**config.mk**
```make
export PLATFORM = sky130hd
export DESIGN_NAME = offload_arbiter
export DESIGN_NICKNAME = d
export VERILOG_FILES = /design/src/rtl/offload_pkg.sv /design/src/rtl/rr_arbiter.sv /design/src/rtl/offload_arbiter.sv
export SDC_FILE = /design/constraint.sdc
export NUM_CORES = 1
export LEC_CHECK = 0
export CAP_MARGIN = 20
export CORE_AREA = 2 2 99 101
export CTS_BUF_LIST = sky130_fd_sc_hd__clkbuf_4 sky130_fd_sc_hd__clkbuf_8
export CTS_CLUSTER_SIZE = 40
export DETAILED_ROUTE_END_ITERATION = 8
export DIE_AREA = 0 0 101 103
export PLACE_DENSITY = 0.82
export SLEW_MARGIN = 40
export SYNTH_ARGS = -nofsm -noshare
export SYNTH_HDL_FRONTEND = slang
export SYNTH_HIERARCHICAL = 1
export SYNTH_SLANG_ARGS = --single-unit
```
**constraint.sdc**
```tcl
create_clock -name clk -period 5.1 [get_ports clk]
set_input_delay 1.02 -clock clk [delete_from_list [all_inputs] [get_ports clk]]
set_output_delay 1.02 -clock clk [all_outputs]
set_load 0.01 [all_outputs]
```
**src/rtl/offload_pkg.sv**
```systemverilog
// offload_pkg: shared types, defaults and tag-width helper for the offload arbiter
package offload_pkg;
  localparam int MAX_OUT_DEF = 4;
  localparam int W_DEF = 32;
  localparam int TAG_W_DEF = 2;
  function automatic int tag_w(input int n);
    return (n > 1) ? $clog2(n) : 1;
  endfunction
  typedef struct packed {
    logic [TAG_W_DEF-1:0] tag;
    logic [W_DEF-1:0] bits;
  } off_msg_t;
endpackage

```
**src/rtl/rr_arbiter.sv**
```systemverilog
// rr_arbiter: round-robin one-hot grant starting at a rotating pointer
module rr_arbiter #(
  parameter int N = 4
) (
  input  logic         clk,
  input  logic         reset,
  input  logic [N-1:0] req,
  input  logic         advance,
  output logic [N-1:0] grant
);
  localparam int PW = $clog2(N);
  logic [PW-1:0] ptr, win, idx;
  logic [PW:0] sum;
  logic found;
  // scan from ptr upward, wrapping modulo N, and take the first active request
  always_comb begin
    grant = '0;
    win = '0;
    found = 1'b0;
    sum = '0;
    idx = '0;
    for (int i = 0; i < N; i++) begin
      sum = {1'b0, ptr} + (PW+1)'(i);
      idx = PW'((sum >= (PW+1)'(N)) ? sum - (PW+1)'(N) : sum);
      if (!found && req[idx]) begin
        found = 1'b1;
        grant[idx] = 1'b1;
        win = idx;
      end
    end
  end
  // pointer moves just past the winner so it becomes lowest priority next time
  always_ff @(posedge clk or negedge reset)
    if (!reset) ptr <= '0;
    else if (advance) ptr <= (win == PW'(N-1)) ? '0 : win + PW'(1);
endmodule

```
**src/rtl/offload_arbiter.sv**
```systemverilog
// offload_arbiter: shares one offload engine among N requesters with credit-bounded issue
module offload_arbiter
  import offload_pkg::*;
#(
  parameter int N = 4,
  parameter int W = 32,
  parameter int TAG_W = tag_w(N),
  parameter int MAX_OUT = MAX_OUT_DEF
) (
  input  logic             clk,
  input  logic             reset,
  input  logic [N-1:0]     req_valid,
  input  logic [N*W-1:0]   req_bits,
  output logic [N-1:0]     req_ready,
  output logic [N-1:0]     resp_valid,
  output logic [W-1:0]     resp_bits,
  input  logic [N-1:0]     resp_ready,
  output logic             off_req_valid,
  output logic [W-1:0]     off_req_bits,
  output logic [TAG_W-1:0] off_req_tag,
  input  logic             off_req_ready,
  input  logic             off_resp_valid,
  input  logic [W-1:0]     off_resp_bits,
  input  logic [TAG_W-1:0] off_resp_tag,
  output logic             off_resp_ready,
  output logic [3:0]       outstanding,
  output logic             busy
);
  logic [3:0] credits;
  logic allow, grant_any, tag_ok, resp_hs;
  logic [W-1:0] sel_bits;
  logic [TAG_W-1:0] sel_tag;
  assign allow = reset && (!off_req_valid || off_req_ready) && credits != 4'd0;
  rr_arbiter #(.N(N)) u_rr (
    .clk(clk),
    .reset(reset),
    .req(allow ? req_valid : '0),
    .advance(grant_any),
    .grant(req_ready)
  );
  assign grant_any = |req_ready;
  assign tag_ok = int'(off_resp_tag) < N;
  assign off_resp_ready = reset && (tag_ok ? resp_ready[off_resp_tag] : 1'b1);
  assign resp_bits = reset ? off_resp_bits : '0;
  assign resp_hs = off_resp_valid && off_resp_ready;
  assign outstanding = 4'(MAX_OUT) - credits;
  assign busy = outstanding != 4'd0 || off_req_valid;
  // payload and tag of the granted requester
  always_comb begin
    sel_bits = '0;
    sel_tag = '0;
    for (int i = 0; i < N; i++)
      if (req_ready[i]) begin
        sel_bits = req_bits[i*W +: W];
        sel_tag = TAG_W'(i);
      end
  end
  // route the engine response to the requester named by its tag
  always_comb begin
    resp_valid = '0;
    if (reset && off_resp_valid && tag_ok) resp_valid[off_resp_tag] = 1'b1;
  end
  // credits are taken at grant and returned at response handshake
  always_ff @(posedge clk or negedge reset)
    if (!reset) credits <= 4'(MAX_OUT);
    else if (grant_any && !resp_hs) credits <= credits - 4'd1;
    else if (resp_hs && !grant_any && credits != 4'(MAX_OUT)) credits <= credits + 4'd1;
  // single-entry output register toward the engine
  always_ff @(posedge clk or negedge reset)
    if (!reset) begin
      off_req_valid <= 1'b0;
      off_req_bits <= '0;
      off_req_tag <= '0;
    end else if (grant_any) begin
      off_req_valid <= 1'b1;
      off_req_bits <= sel_bits;
      off_req_tag <= sel_tag;
    end else if (off_req_ready) off_req_valid <= 1'b0;
  // protocol checks on the engine response side
  always_ff @(posedge clk)
    if (reset && off_resp_valid) begin
      assert (tag_ok);
      assert (!(resp_hs && credits == 4'(MAX_OUT)));
    end
endmodule

```
==> metrics <==
slew at the pin closest to its max-slew limit 0.7965 ns; Crit path arrival time 3.85 ns; first-pass GRT wire length 17.19 mm; combinational power share 0.729; CTS buffer count 5; buffers from clock root to sink, at most 2; synth warn 6; Power per Cell Area 594.3 mW/mm^2; number of enable flip-flop cells after synthesis 0; CTS tree done; H-tree depth 2; share of cells above drive strength 1 0.05622; setup TNS after final layout 0 ns; WL final 12.16 mm; Hold-fix buffers, CTS 0; minimum clock period 4.869 ns; total congestion overflow 0; CTS clk-pin slew, worst paths 0.08 ns; worst r2r path cells 18; final core occ 0.6209; CTS Root Cell clkbuf_8; Net Sw Frac 0.4340; Post-DRT Antenna Nets 0; post-CTS setup buffers 0; Yosys top cell by area dfrtp_1; antenna cells 0; largest net degree at the start of global routing 77; kind of critical path primary input to output pin; most common cell in the netlist a22oi_1; Iteration-0 DRC Markers 99; Clk network pwr share 0.081; final setup violation count 0; fmax 205.4 MHz; status finished, final reports clean; HP Start off_req_tag[1]$_DFFE_PN0P_; Hold Path Class register to register; Yosys cell types 49; Slew HR 0.4679; Fin. Hold Viols 0; I/O pins 255; Crit path required time 4.08 ns; area grow syn2layout 88.44%; max-cap violations 0; Die Width 101 um; synthesized area per cell 8.956 um^2; top cells by area, synth dfrtp_1 32%, a221o_1 10%, a22oi_1 9.9%; skew final 0.008744 ns; hold path depth 1; # fillers 798; Post-Syn Instances 348; clock sinks 41; num rows 36; Worst Hold Slack 0.5022 ns; clk_lat worst skew 0.29 ns; DRC Markers 0; gr usage total 0.2120; Synth Register Bits 41; detailed placer's ending HPWL 9.565 mm; Max VDD drop 337.0 uV; Internal 1.976 mW; crit path from off_req_ready; fin. max-slew vios 0; worst-path maximum fanout 10; Initial DRT Pass Iterations 5; worst r2r src credits[0]$_DFFE_PN0P_; post-synth top area share 0.3212; core area 0.009459 mm^2; DIE AREA 0.01040 mm^2; synth cell count leaders 41 x a22oi_1, 40 x dfrtp_1, 36 x and2_1, 36 x nand2_1, 36 x o21ai_0; IO Port Bufs 254; Crit. End Element output pin; startpoint types primary input; Sw Pwr 1.515 mW; initial core utilization 0.3295; die height 103 um; Reg power frac 0.190; WL per Instance 17.35 um; nets 771; syn nets 533; via count 3743; mapped cell area 0.003117 mm^2; P_leak 2.284 nW; Seq/Total Area, Yosys 0.3296; gp weighted congestion 0.7625; Vias per Instance 5.340; Async SR Flop Fraction 1.000; Final period util 0.9547; RSZ-0062 raised after global routing no; vias in the first global route 3500; Synth Flop Type dfrtp_1; initial antenna violation count 0
-- critical path, cell delays in order --
cell	delay [ns]
clkdlybuf4s50_1	0.40
nand2b_1	0.16
nand2_1	0.07
a21oi_1	0.07
and2_1	0.29
mux4_2	0.58
nor2b_4	0.20
a22oi_1	0.09
o21ai_1	0.35
clkdlybuf4s50_1	0.62
-- stage by stage --
| step | worst slack (ns) | cell area, um^2 | instances | power [mW] |
|---|---|---|---|---|
| 2_1_floorplan | 0.5303 | 3117 | 348 | 2.264 |
| 3_3_place_gp | 0.1155 | 5743 | 693 | 3.123 |
| 3_5_place_dp | 0.01809 | 5748 | 693 | 3.233 |
| 4_1_cts | 0.2249 | 5868 | 701 | 3.519 |
| 5_1_grt | 0.02880 | 5873 | 701 | 3.771 |
| 6_report | 0.2311 | 5873 | 701 | 3.491 |
-- sequential cells by signal, summed over array words and instances, names as in the netlist --
name           flops
off_req_tag        2
credits            4
off_req_valid      1
u_rr/ptr           2
off_req_bits      32
-- what timing repair did --
action                     in CTS  in global routing
gates resized for setup         0                  1
hold endpoints to repair        0                  0
setup endpoints to repair       0                  1
-- logic make-up after synthesis --
kind of cell    synth area share
buf+inv                  0.05500
xor+xnor                 0.01686
simple gates              0.1907
flops                     0.3296
compound gates            0.3111
fa+ha+maj                0.04657
mux                      0.05018
-- per-layer routing --
metal  GRT usage  part of all wire
met4     0.05405             0.018
met5           0                 0
met2      0.4128              0.53
met3     0.06508             0.092
met1      0.2210              0.36
-- power groups by stage --
stage	logic [mW]	clock network [mW]	registers [mW]
after floorplan	1.58	0	0.689
after global placement	2.46	0	0.661
after detailed placement	2.57	0	0.666
after CTS	2.56	0.292	0.663
after global routing	2.78	0.306	0.688
final	2.55	0.283	0.662
-- worst paths after layout --
path | slack (ns) | end
setup / recovery | 0.23 | req_ready[0]
hold / removal | 0.50 | off_req_tag[1]$_DFFE_PN0P_
setup reg to reg | 0.62 | credits[2]$_DFFE_PN1P_
hold reg to reg | 0.50 | off_req_tag[1]$_DFFE_PN0P_
max in group asynchronous | 3.89 | off_req_bits[13]$_DFFE_PN0P_
min in group asynchronous | 0.83 | off_req_bits[25]$_DFFE_PN0P_
-- placed cells by master, fill, tap and decap left out, types with 3 or more instances in the layout --
cell type | netlist | layout
clkdlybuf4s50_1 | 0 | 253
a22oi_1 | 41 | 41
dfrtp_1 | 40 | 40
o21ai_0 | 36 | 36
nand2_1 | 36 | 36
and2_1 | 36 | 35
a221o_1 | 32 | 32
nor2_1 | 12 | 12
ha_1 | 10 | 10
inv_1 | 8 | 8
mux2i_1 | 6 | 6
a21oi_1 | 6 | 6
clkbuf_8 | 0 | 6
buf_4 | 2 | 6
nand2b_1 | 5 | 5
xnor2_1 | 5 | 5
nand3_1 | 4 | 4
nor2b_4 | 2 | 3
nor3_1 | 3 | 3
-- cell type report --
class,count,area (um^2),area share
clock buffers,7,90.09,0.01534
clock inverters,1,30.03,0.005113
inverters,9,33.78,0.005752
multi-input cells,268,1956,0.3330
flip-flops and latches,41,1027,0.1749
well taps,114,142.6,0.02429
repair buffers,261,2594,0.4416
Note: power is estimated with default switching activity, not from simulation.
